<file path="src/rtl/rf_wb_pkg.sv">
// Shared widths, entry type and default queue depth for the register-file write-back arbiter.
package rf_wb_pkg;
    localparam int RF_ADDR_W = 5;
    localparam int RF_DATA_W = 32;
    localparam int RF_REGS   = 32;
    localparam int WB_DEPTH  = 4;

    typedef struct packed {
        logic [RF_ADDR_W-1:0] rd;
        logic [RF_DATA_W-1:0] data;
    } wb_entry_t;

    function automatic logic [RF_REGS-1:0] rd_onehot(input logic [RF_ADDR_W-1:0] rd);
        rd_onehot = {{(RF_REGS-1){1'b0}}, 1'b1} << rd;
    endfunction
endpackage

</file>
<file path="src/rtl/rf_wb_if.sv">
// Result handshakes, register-file write port and scoreboard of the write-back arbiter.
// Forwarding lookup signals exist only when RF_WB_FWD_EN is defined.
interface rf_wb_if;
    import rf_wb_pkg::*;

    logic                 alu_valid;
    logic                 alu_ready;
    logic [RF_ADDR_W-1:0] alu_rd;
    logic [RF_DATA_W-1:0] alu_data;
    logic                 lsu_valid;
    logic                 lsu_ready;
    logic [RF_ADDR_W-1:0] lsu_rd;
    logic [RF_DATA_W-1:0] lsu_data;
    logic                 wb_stall;
    logic                 rf_we;
    logic [RF_ADDR_W-1:0] rf_waddr;
    logic [RF_DATA_W-1:0] rf_wdata;
    logic [RF_REGS-1:0]   pending;
`ifdef RF_WB_FWD_EN
    logic [RF_ADDR_W-1:0] fwd_raddr_1;
    logic [RF_ADDR_W-1:0] fwd_raddr_2;
    logic                 fwd_hit_1;
    logic                 fwd_hit_2;
    logic [RF_DATA_W-1:0] fwd_data_1;
    logic [RF_DATA_W-1:0] fwd_data_2;

    modport slave (
        input  alu_valid, alu_rd, alu_data, lsu_valid, lsu_rd, lsu_data, wb_stall,
        input  fwd_raddr_1, fwd_raddr_2,
        output alu_ready, lsu_ready, rf_we, rf_waddr, rf_wdata, pending,
        output fwd_hit_1, fwd_hit_2, fwd_data_1, fwd_data_2
    );
    modport master (
        output alu_valid, alu_rd, alu_data, lsu_valid, lsu_rd, lsu_data, wb_stall,
        output fwd_raddr_1, fwd_raddr_2,
        input  alu_ready, lsu_ready, rf_we, rf_waddr, rf_wdata, pending,
        input  fwd_hit_1, fwd_hit_2, fwd_data_1, fwd_data_2
    );
`else
    modport slave (
        input  alu_valid, alu_rd, alu_data, lsu_valid, lsu_rd, lsu_data, wb_stall,
        output alu_ready, lsu_ready, rf_we, rf_waddr, rf_wdata, pending
    );
    modport master (
        output alu_valid, alu_rd, alu_data, lsu_valid, lsu_rd, lsu_data, wb_stall,
        input  alu_ready, lsu_ready, rf_we, rf_waddr, rf_wdata, pending
    );
`endif
endinterface

</file>
<file path="src/rtl/rf_wb_fifo.sv">
// In-order write queue of wb_entry_t; exposes every slot and its valid bit for scoreboard/forwarding.
module rf_wb_fifo
    import rf_wb_pkg::*;
#(
    parameter int   DEPTH = WB_DEPTH,
    localparam int  PTR_W = $clog2(DEPTH)
) (
    input  logic             clk,
    input  logic             rst,
    input  logic             push_i,
    input  wb_entry_t        push_entry_i,
    input  logic             pop_i,
    output wb_entry_t        head_o,
    output wb_entry_t        entries_o [DEPTH],
    output logic [DEPTH-1:0] valid_o,
    output logic [PTR_W-1:0] rd_ptr_o,
    output logic [PTR_W:0]   count_o
);
    localparam logic [PTR_W-1:0] PTR_ONE = PTR_W'(1);
    localparam logic [PTR_W:0]   CNT_ONE = (PTR_W+1)'(1);

    wb_entry_t        mem_q [DEPTH];
    wb_entry_t        mem_d [DEPTH];
    logic [DEPTH-1:0] valid_q, valid_d;
    logic [PTR_W-1:0] wr_ptr_q, wr_ptr_d, rd_ptr_q, rd_ptr_d;
    logic [PTR_W:0]   count_q, count_d;

    // Next-state: pop clears the head slot, push fills the tail slot.
    always_comb begin
        mem_d    = mem_q;
        valid_d  = valid_q;
        wr_ptr_d = wr_ptr_q;
        rd_ptr_d = rd_ptr_q;
        if (pop_i) begin
            valid_d[rd_ptr_q] = 1'b0;
            rd_ptr_d          = rd_ptr_q + PTR_ONE;
        end else begin
            rd_ptr_d = rd_ptr_q;
        end
        if (push_i) begin
            mem_d[wr_ptr_q]   = push_entry_i;
            valid_d[wr_ptr_q] = 1'b1;
            wr_ptr_d          = wr_ptr_q + PTR_ONE;
        end else begin
            wr_ptr_d = wr_ptr_q;
        end
        case ({push_i, pop_i})
            2'b10:   count_d = count_q + CNT_ONE;
            2'b01:   count_d = count_q - CNT_ONE;
            default: count_d = count_q;
        endcase
    end

    // Queue state registers.
    always_ff @(posedge clk or posedge rst) begin
        if (rst) begin
            for (int i = 0; i < DEPTH; i++) begin
                mem_q[i] <= {(RF_ADDR_W+RF_DATA_W){1'b0}};
            end
            valid_q  <= {DEPTH{1'b0}};
            wr_ptr_q <= {PTR_W{1'b0}};
            rd_ptr_q <= {PTR_W{1'b0}};
            count_q  <= {(PTR_W+1){1'b0}};
        end else begin
            mem_q    <= mem_d;
            valid_q  <= valid_d;
            wr_ptr_q <= wr_ptr_d;
            rd_ptr_q <= rd_ptr_d;
            count_q  <= count_d;
        end
    end

    assign head_o    = mem_q[rd_ptr_q];
    assign entries_o = mem_q;
    assign valid_o   = valid_q;
    assign rd_ptr_o  = rd_ptr_q;
    assign count_o   = count_q;
endmodule

</file>
<file path="src/rtl/rf_wb_arbiter.sv">
// Write-back arbiter: LSU-priority accept, in-order queue, registered RF write port, pending scoreboard.
// Optional forwarding lookup enabled by defining RF_WB_FWD_EN.
module rf_wb_arbiter
    import rf_wb_pkg::*;
#(
    parameter int DEPTH = WB_DEPTH
) (
    input logic    clk,
    input logic    rst,
    rf_wb_if.slave bus
);
    localparam int             PTR_W    = $clog2(DEPTH);
    localparam logic [PTR_W:0] CNT_FULL = (PTR_W+1)'(DEPTH);

    wb_entry_t            entries_s [DEPTH];
    logic [DEPTH-1:0]     valid_s;
    logic [PTR_W-1:0]     rd_ptr_s;
    logic [PTR_W:0]       count_s;
    wb_entry_t            head_s;
    wb_entry_t            acc_entry_s;
    logic                 full_s, empty_s, lsu_acc_s, alu_acc_s, keep_s;
    logic                 pop_s, push_s, bypass_s;
    logic                 rf_we_q, rf_we_d;
    logic [RF_ADDR_W-1:0] rf_waddr_q, rf_waddr_d;
    logic [RF_DATA_W-1:0] rf_wdata_q, rf_wdata_d;
    logic [RF_REGS-1:0]   pending_s;

    assign full_s        = (count_s == CNT_FULL);
    assign empty_s       = (count_s == {(PTR_W+1){1'b0}});
    assign bus.lsu_ready = !full_s && !rst;
    assign bus.alu_ready = !full_s && !bus.lsu_valid && !rst;

    // Accept/drain decision; an accept into an empty unstalled queue goes straight to the port.
    always_comb begin
        lsu_acc_s = bus.lsu_valid && bus.lsu_ready;
        alu_acc_s = bus.alu_valid && bus.alu_ready;
        if (lsu_acc_s) begin
            acc_entry_s = '{rd: bus.lsu_rd, data: bus.lsu_data};
        end else begin
            acc_entry_s = '{rd: bus.alu_rd, data: bus.alu_data};
        end
        keep_s   = (lsu_acc_s || alu_acc_s) && (acc_entry_s.rd != {RF_ADDR_W{1'b0}});
        pop_s    = !empty_s && !bus.wb_stall;
        bypass_s = keep_s && empty_s && !bus.wb_stall;
        push_s   = keep_s && !bypass_s;
        rf_waddr_d = rf_waddr_q;
        rf_wdata_d = rf_wdata_q;
        rf_we_d    = 1'b0;
        if (pop_s) begin
            rf_we_d    = 1'b1;
            rf_waddr_d = head_s.rd;
            rf_wdata_d = head_s.data;
        end else if (bypass_s) begin
            rf_we_d    = 1'b1;
            rf_waddr_d = acc_entry_s.rd;
            rf_wdata_d = acc_entry_s.data;
        end else begin
            rf_we_d = 1'b0;
        end
    end

    rf_wb_fifo #(.DEPTH(DEPTH)) u_fifo (
        .clk          (clk),
        .rst          (rst),
        .push_i       (push_s),
        .push_entry_i (acc_entry_s),
        .pop_i        (pop_s),
        .head_o       (head_s),
        .entries_o    (entries_s),
        .valid_o      (valid_s),
        .rd_ptr_o     (rd_ptr_s),
        .count_o      (count_s)
    );

    // Register-file write port registers.
    always_ff @(posedge clk or posedge rst) begin
        if (rst) begin
            rf_we_q    <= 1'b0;
            rf_waddr_q <= {RF_ADDR_W{1'b0}};
            rf_wdata_q <= {RF_DATA_W{1'b0}};
        end else begin
            rf_we_q    <= rf_we_d;
            rf_waddr_q <= rf_waddr_d;
            rf_wdata_q <= rf_wdata_d;
        end
    end

    assign bus.rf_we    = rf_we_q;
    assign bus.rf_waddr = rf_waddr_q;
    assign bus.rf_wdata = rf_wdata_q;

    // Scoreboard: every queued destination plus the one currently on the write port.
    always_comb begin
        pending_s = {RF_REGS{1'b0}};
        for (int i = 0; i < DEPTH; i++) begin
            if (valid_s[i]) begin
                pending_s = pending_s | rd_onehot(entries_s[i].rd);
            end else begin
                pending_s = pending_s;
            end
        end
        if (rf_we_q) begin
            pending_s = pending_s | rd_onehot(rf_waddr_q);
        end else begin
            pending_s = pending_s;
        end
    end

    assign bus.pending = pending_s;

`ifdef RF_WB_FWD_EN
    // Scans write port first, then queue oldest to newest, so the youngest match wins.
    function automatic logic [RF_DATA_W:0] fwd_lookup(input logic [RF_ADDR_W-1:0] raddr);
        logic                 hit;
        logic [RF_DATA_W-1:0] data;
        logic [PTR_W-1:0]     idx;
        hit  = 1'b0;
        data = {RF_DATA_W{1'b0}};
        if (rf_we_q && (rf_waddr_q == raddr)) begin
            hit  = 1'b1;
            data = rf_wdata_q;
        end else begin
            hit = 1'b0;
        end
        for (int k = 0; k < DEPTH; k++) begin
            idx = rd_ptr_s + PTR_W'(k);
            if (valid_s[idx] && (entries_s[idx].rd == raddr)) begin
                hit  = 1'b1;
                data = entries_s[idx].data;
            end else begin
                hit = hit;
            end
        end
        if (raddr == {RF_ADDR_W{1'b0}}) begin
            hit  = 1'b0;
            data = {RF_DATA_W{1'b0}};
        end else begin
            hit = hit;
        end
        return {hit, data};
    endfunction

    logic [RF_DATA_W:0] fwd_1_s, fwd_2_s;

    // Both forwarding lookups.
    always_comb begin
        fwd_1_s = fwd_lookup(bus.fwd_raddr_1);
        fwd_2_s = fwd_lookup(bus.fwd_raddr_2);
    end

    assign bus.fwd_hit_1  = fwd_1_s[RF_DATA_W];
    assign bus.fwd_data_1 = fwd_1_s[RF_DATA_W-1:0];
    assign bus.fwd_hit_2  = fwd_2_s[RF_DATA_W];
    assign bus.fwd_data_2 = fwd_2_s[RF_DATA_W-1:0];
`else
    logic unused_fwd_s;

    // Queue data and head pointer only feed forwarding, which is compiled out here.
    always_comb begin
        unused_fwd_s = ^rd_ptr_s;
        for (int i = 0; i < DEPTH; i++) begin
            unused_fwd_s = unused_fwd_s ^ (^entries_s[i].data);
        end
    end
`endif
endmodule

</file>
<file path="src/flat_wrapper.sv">
// flat-port wrapper written by rule: the top's interface ports become plain ports
module rf_wb_arbiter_flat import rf_wb_pkg::*;
#(
    parameter int DEPTH = WB_DEPTH
)
  (clk, rst, bus_alu_valid, bus_alu_rd, bus_alu_data, bus_lsu_valid, bus_lsu_rd, bus_lsu_data, bus_wb_stall, bus_alu_ready, bus_lsu_ready, bus_rf_we, bus_rf_waddr, bus_rf_wdata, bus_pending);
  rf_wb_if bus_i ();
  input logic clk;
  input logic rst;
  input wire logic [$bits(bus_i.alu_valid)-1:0] bus_alu_valid;
  input wire logic [$bits(bus_i.alu_rd)-1:0] bus_alu_rd;
  input wire logic [$bits(bus_i.alu_data)-1:0] bus_alu_data;
  input wire logic [$bits(bus_i.lsu_valid)-1:0] bus_lsu_valid;
  input wire logic [$bits(bus_i.lsu_rd)-1:0] bus_lsu_rd;
  input wire logic [$bits(bus_i.lsu_data)-1:0] bus_lsu_data;
  input wire logic [$bits(bus_i.wb_stall)-1:0] bus_wb_stall;
  output wire logic [$bits(bus_i.alu_ready)-1:0] bus_alu_ready;
  output wire logic [$bits(bus_i.lsu_ready)-1:0] bus_lsu_ready;
  output wire logic [$bits(bus_i.rf_we)-1:0] bus_rf_we;
  output wire logic [$bits(bus_i.rf_waddr)-1:0] bus_rf_waddr;
  output wire logic [$bits(bus_i.rf_wdata)-1:0] bus_rf_wdata;
  output wire logic [$bits(bus_i.pending)-1:0] bus_pending;
  assign bus_i.alu_valid = bus_alu_valid;
  assign bus_i.alu_rd = bus_alu_rd;
  assign bus_i.alu_data = bus_alu_data;
  assign bus_i.lsu_valid = bus_lsu_valid;
  assign bus_i.lsu_rd = bus_lsu_rd;
  assign bus_i.lsu_data = bus_lsu_data;
  assign bus_i.wb_stall = bus_wb_stall;
  assign bus_alu_ready = bus_i.alu_ready;
  assign bus_lsu_ready = bus_i.lsu_ready;
  assign bus_rf_we = bus_i.rf_we;
  assign bus_rf_waddr = bus_i.rf_waddr;
  assign bus_rf_wdata = bus_i.rf_wdata;
  assign bus_pending = bus_i.pending;
  rf_wb_arbiter #(.DEPTH(DEPTH)) u_core (.clk(clk), .rst(rst), .bus(bus_i));
endmodule
</file>
<file path="config.mk">
export PLATFORM = sky130hd
export DESIGN_NAME = rf_wb_arbiter_flat
export DESIGN_NICKNAME = d
export VERILOG_FILES = /design/src/rtl/rf_wb_pkg.sv /design/src/rtl/rf_wb_if.sv /design/src/rtl/rf_wb_fifo.sv /design/src/rtl/rf_wb_arbiter.sv /design/src/flat_wrapper.sv
export SDC_FILE = /design/constraint.sdc
export NUM_CORES = 1
export LEC_CHECK = 0
export CAP_MARGIN = 0
export CORE_UTILIZATION = 56
export CTS_BUF_LIST = sky130_fd_sc_hd__clkbuf_4 sky130_fd_sc_hd__clkbuf_8 sky130_fd_sc_hd__clkbuf_16
export DETAILED_ROUTE_END_ITERATION = 8
export GPL_TIMING_DRIVEN = 0
export PLACE_DENSITY = 0.84
export SYNTH_ARGS = -nofsm -noshare
export SYNTH_HDL_FRONTEND = slang
export SYNTH_SLANG_ARGS = --single-unit
</file>
<file path="constraint.sdc">
create_clock -name clk -period 15.3 [get_ports clk]
set_input_delay 3.825 -clock clk [delete_from_list [all_inputs] [get_ports clk]]
set_output_delay 3.825 -clock clk [all_outputs]
set_load 0.05 [all_outputs]
</file>
# After elaboration in Yosys (flattened, before gate mapping)
# Cells that the tools add are included.
# totals
mem_count,0
ff_bits,197
mem_bits_rw,0
elab_cells,92
mem_bits_ro,0
in_bits,79
latch_bits,0
out_inout_bits,72
# op_classes
add_sub_neg,4
n_mul,0
n_div,0
n_eq_ne,3
n_mux,25
n_reduce_logical,24
bitwise,9
shift,5
order_cmp,7
# ops
cell,count
$mux W32,7
$shl A1 B5 Y32 const A,5
$bwmux W148,1
$mux W37,4
$or A32 B32 Y32,4
$bmux W37 S2,1
$demux W37 S2,1
$logic_and A1 B1 Y1,13
$mux W5,2
$mux W4,2
$ge A3 B3 Y1 const B,2
$logic_not A1 Y1,6
$lt A2 B3 Y1 const B,2
$not A2 Y3,2
$pmux W3 S2,1
$reduce_bool A5 Y1,1
$add A2 B1 Y2 const B,2
$and A4 B4 Y4,1
$demux W1 S2,2
$ge A2 B1 Y1 const B,2
$mux W1,4
$not A4 Y4,1
$or A4 B4 Y4,1
$reduce_bool A2 Y1,2
other kinds (8),8

# Longest topological paths before layout
# Gate-level depths: netlist of run 1.
# depth
depth_word,13
mapped_depth,10
mapped_depth_nobuf,10

# Hierarchy
# A second synthesis of run 1 with hierarchy kept.
# hier_totals
hier_cells,926
hier_area_um2,11038.1
# by_module_without_submodules
module,seq_area_each_um2,n_inst,cells_each,area_per_inst_um2
rf_wb_fifo,3978.8,1,416,7280.7
rf_wb_arbiter,950.9,1,510,3757.4

# Worst setup path after synthesis of run 1
# OpenSTA, ideal clock, no wires.
# synth_timing
path_kind,input -> output
from,in bus_lsu_valid
to,out bus_alu_ready
slack_ns,6.553
path_stages,1
path_buffers,0
arrival_time_ns,4.922
path_cell_list,nor3_1
# synth_between
elab_chain_cells,3
# synth_rtl
element,line,text
start: declaration,flat_wrapper.sv:13,input wire logic [$bits(bus_i.lsu_valid)-1:0] bus_lsu_valid;
$logic_not A1 Y1,rf_wb_arbiter.sv:31,assign bus.alu_ready = !full_s && !bus.lsu_valid && !rst;
$logic_and A1 B1 Y1 (2 in series),rf_wb_arbiter.sv:31,
end: declaration,flat_wrapper.sv:17,output wire logic [$bits(bus_i.alu_ready)-1:0] bus_alu_ready;
# Every way passes these cells.

# Worst setup path in the final report of run 1
# layout_timing
from,in rst
to,out bus_alu_ready
# layout_between
elab_chain_cells,2
# layout_rtl
element,line,text
start: declaration,flat_wrapper.sv:9,input logic rst;
$logic_not A1 Y1,rf_wb_arbiter.sv:31,
$logic_and A1 B1 Y1,rf_wb_arbiter.sv:31,
# Every way passes these cells.

==> implementation parameters, run 1 <==
Parameter                              Value

Worst setup path
  Kind of capture point of the worst setup path ... output port
  Arrival time worst endpoint ... 5.51 ns
  Source of the worst register-to-register timing path ... u_core.u_fifo.count_o[2]
  Kind of launch point of the worst setup path ... input port
  Kind of critical path ... in2out
  WP data required ... around 11 ns
  Setup slack on the worst flop-to-flop path ... roughly 12 ns
  Number of cells on the worst reg-to-reg path ... 6
  CP Max Fanout ... 5
  Capturing point of the worst reg2reg path ... u_core.bus.rf_waddr[2]

Placed design
  Gp weighted congestion ... between 1 and 1.5
  Port buffer count ... 150
  DPL Wire Length ... 21.23 mm
  Instance area after placement ... around 13,000 µm²

Clock network
  Level count of the clock H-tree ... 4
  Count of buffers added by post-CTS timing repair for setup ... 0
  Root cell of the clock tree ... sky130_fd_sc_hd__clkbuf_16
  Total CTS buffers ... 17
  CTS tree ... done
  Hold-fix buffers at CTS ... 0
  Clock transition at path regs ... around 0.07 ns
  Total number of clock tree sinks ... about 200
  Clock insertion delay at the later pin of the skew report ... 0.44 ns
  Count of instances resized after the clock tree is built ... 0
  CTS max path bufs ... 2

Synthesis
  Synthesized netlist cell count ... 850
  Mean cell area of the mapped netlist ... 12.84 µm²
  Most instantiated library cell after synthesis ... sky130_fd_sc_hd__dfrtp_1
  Async S/R FF share, synth ... between 90% and 100%
  Cell taking the most area after synthesis ... sky130_fd_sc_hd__dfrtp_1
  Synth cell types ... between 50 and 60
  Number of register bits inferred by synthesis ... slightly below 200
  Fraction of synthesized cell area taken by the top area cell type ... between 40% and 50%
  Area contributors post-synth ... sky130_fd_sc_hd__dfrtp_1 45%, sky130_fd_sc_hd__mux2_2 11%, sky130_fd_sc_hd__mux2_4 10%, sky130_fd_sc_hd__mux4_2 7.6%, sky130_fd_sc_hd__a22o_1 3.0%
  Post-synth design cell area ... between 10,000 and 15,000 µm²
  Main flop type after synthesis ... sky130_fd_sc_hd__dfrtp_1
  Count of flip-flops with a built-in enable after synthesis ... 0
  Synth cell count leaders ... 197 x sky130_fd_sc_hd__dfrtp_1, 109 x sky130_fd_sc_hd__mux2_2, 76 x sky130_fd_sc_hd__mux2_4
  Sequential-to-total area share from yosys stat ... 45.17%
  Net Count, Synth ... 939
  Total number of yosys warnings ... 0

Die
  Number of rows created at floorplan ... 50
  Initial cell density of the core ... roughly 58%
  Area enclosed by the die boundary ... about 20,000 µm²
  Area of the core ... roughly 19,000 µm²
  I/O pins ... between 150 and 200
  Chip width ... between 100 and 150 µm
  Y dimension of the die ... 141.6 µm

Power and ir drop
  Maximum ir drop on the vdd rail ... 154.7 µV
  Net Switching ... around 1.3 mW
  Standby leakage power ... roughly 5.7 nW
  Part of the total power dissipated in combinational logic ... between 50% and 60%
  Power per Cell Area ... 229.5 nW/µm²
  Switching power as a share of total power ... 41.93%
  Cell Int Power ... 1.779 mW
  Sequential cell fraction of total power ... 31.8%
  Clock network fraction of design power ... 14.2%

Final layout
  Post-route cell area ... between 10,000 and 15,000 µm²
  Register area ... slightly below 5000 µm²
  Number of nets in the layout ... between 1,000 and 1,500
  Post-synthesis to final-layout area growth ... 22.32%
  Diodes inserted ... 0
  Total area of multi-input combinational cells ... about 5600 µm²
  Fill count ... between 1,000 and 1,500
  Layout cells sized above 1 ... 28.56%

Global route
  Number of global-route vias before repair ... about 8,400
  Overall fraction of global-route tracks in use ... a little under a third
  First-pass GRT wire length ... between 40 and 50 mm
  Remaining global-route overflow ... 0
  Antenna violations before repair ... 0
  Largest net degree at the start of global routing ... 136

Route
  Number of routed nets with antenna violations ... 0
  Routed vias ... just over 8,000
  WL/cell ... ~23 µm
  Wirelength, routed ... 30.38 mm
  Final routed DRC violation total ... 0
  Detailed-route vias per instance ... between 6 and 7
  Initial detailed-routing violation count ... 936
  Number of detailed-routing iterations run before antenna repair ... 5

STA
  Measured slew at the worst slew-check pin ... roughly 1.2 ns
  Worst clock skew ... approximately 0.012 ns
  Max-slew violation count ... 0
  Setup violations, final ... 0
  Peak Freq ... 0.1071 GHz
  Post-route clock period utilization ... 61.03%
  Period minus WS final ... just over 9 ns
  Final hold vios ... 0
  RSZ-0062 raised after global routing ... no
  Worst slew margin relative to its limit ... approximately 16%
  Setup total negative slack ... 0 ns

Run status
  Outcome ... finished clean

Hold path
  Hold Path Cell Cnt ... 1
  Type of the tightest min-delay check ... reg2reg
  Endpoint, Worst Hold ... u_core.bus.rf_wdata[8]
  Hold Startpoint ... u_core.bus.rf_wdata[8]

Flow run
  Max-capacitance violation count ... 0
per-layer routing:
metal  track usage (%)  share of wire, %  vias up
li1                  -                 -     3545
met1             43.70                43     4144
met2             50.66                48      396
met3             6.919               7.4       67
met4             10.24               2.2        0
met5                 0                 0        -
flip-flops by register name (all words and copies together) (netlist names):
register / cells
u_core.u_fifo.valid_o: 4
u_core.u_fifo.entries_o: 148
u_core.u_fifo.rd_ptr_o: 2
u_core.bus.rf_we: 1
u_core.u_fifo.wr_ptr_q: 2
u_core.bus.rf_waddr: 5
u_core.bus.rf_wdata: 32
u_core.u_fifo.count_o: 3
worst max-delay path by stage:
| stage | to | slack [ns] | startpoint | depth (start not counted) |
|---|---|---|---|---|
| floorplan | u_core.bus.rf_waddr[0] | 6.11 | rst | 1 |
| global placement | u_core.u_fifo.entries_o[117] | 3.60 | rst | 2 |
| detailed placement | bus_alu_ready | 5.97 | rst | 3 |
| CTS | bus_alu_ready | 5.97 | rst | 3 |
| global route | bus_alu_ready | 5.94 | rst | 3 |
| finish | bus_alu_ready | 5.96 | rst | 3 |
cells by family (layout without fill, tap and decap cells):
kind of cell / after synthesis / count (layout) / synth area share [%]
flip-flops: 197 / 197 / 45.17
AND/OR/NAND/NOR: 187 / 187 / 9.149
multiplexers: 224 / 224 / 29.52
adder cells (fa/ha/maj): 10 / 10 / 1.215
XOR/XNOR: 5 / 5 / 0.4013
AO/OA/AOI/OAI: 156 / 156 / 10.93
buffers and inverters: 71 / 254 / 3.612
cells in the final DEF, fill, tap and decap left out, types with 17 or more instances in the layout:
master                            instances
sky130_fd_sc_hd__a22oi_1                 21
sky130_fd_sc_hd__nor2_1                  37
sky130_fd_sc_hd__nand2_1                 41
sky130_fd_sc_hd__clkbuf_16               17
sky130_fd_sc_hd__mux2_2                 109
sky130_fd_sc_hd__clkbuf_1                27
sky130_fd_sc_hd__mux2_4                  76
sky130_fd_sc_hd__nand3_1                 24
sky130_fd_sc_hd__mux4_2                  37
sky130_fd_sc_hd__nor3_1                  18
sky130_fd_sc_hd__a21o_1                  40
sky130_fd_sc_hd__dfrtp_1                197
sky130_fd_sc_hd__a22o_1                  37
sky130_fd_sc_hd__clkdlybuf4s50_1        150
per-stage QoR:
stage | hold slack [ns] | total power, mW | worst slack (ns) | utilization (%) | std cells
after CTS | 0.4817 | 3.053 | 5.972 | 70.66 | 1293
after floorplan | 0.4731 | 2.127 | 6.106 | - | 850
after global placement | 0.4594 | 2.555 | 3.597 | 67.43 | 1260
after detailed placement | 0.4641 | 2.597 | 5.972 | 67.62 | 1261
after global routing | 0.4944 | 3.200 | 5.939 | 70.66 | 1293
final | 0.4790 | 3.064 | 5.962 | 70.66 | 1293
power by group through the flow:
stage               combinational [mW]  clock, mW  sequential (mW)
global route                      1.74      0.460             1.00
global placement                  1.60          0            0.954
floorplan                         1.05          0             1.07
finish                            1.65      0.436            0.975
CTS                               1.65      0.440            0.968
detailed placement                1.63          0            0.968
final cells by class:
cell class / instances / area share (%)
timing repair buffer: 151 / 11.45
clock buffer: 20 / 3.449
multi-input combinational: 582 / 41.87
tap: 260 / 2.437
sequential: 197 / 36.93
clock inverter: 12 / 0.8529
inverter: 12 / 0.3937
buffer: 59 / 2.615
worst max-delay path, cell delays in order:
cell,delay [ns]
sky130_fd_sc_hd__clkdlybuf4s50_1,0.59
sky130_fd_sc_hd__nor3_1,0.26
sky130_fd_sc_hd__clkdlybuf4s50_1,0.83
Note: power is estimated with default switching activity, not from simulation.
==> run 2: changes to the inputs <==
Clock period 15.3 ns to 8.67 ns, I/O delays scaled along.
==> results of run 2 <==
The final DEF is identical to that of run 1. Status: finished clean.
Among the figures that moved: setup slack after placement 5.972 ns -> 2.657 ns; setup slack after layout 5.962 ns -> 2.647 ns; register-to-register setup slack 12.29 ns -> 5.66 ns; total power 3.064 mW -> 5.406 mW; worst IR drop on VDD 154.7 µV -> 273.0 µV
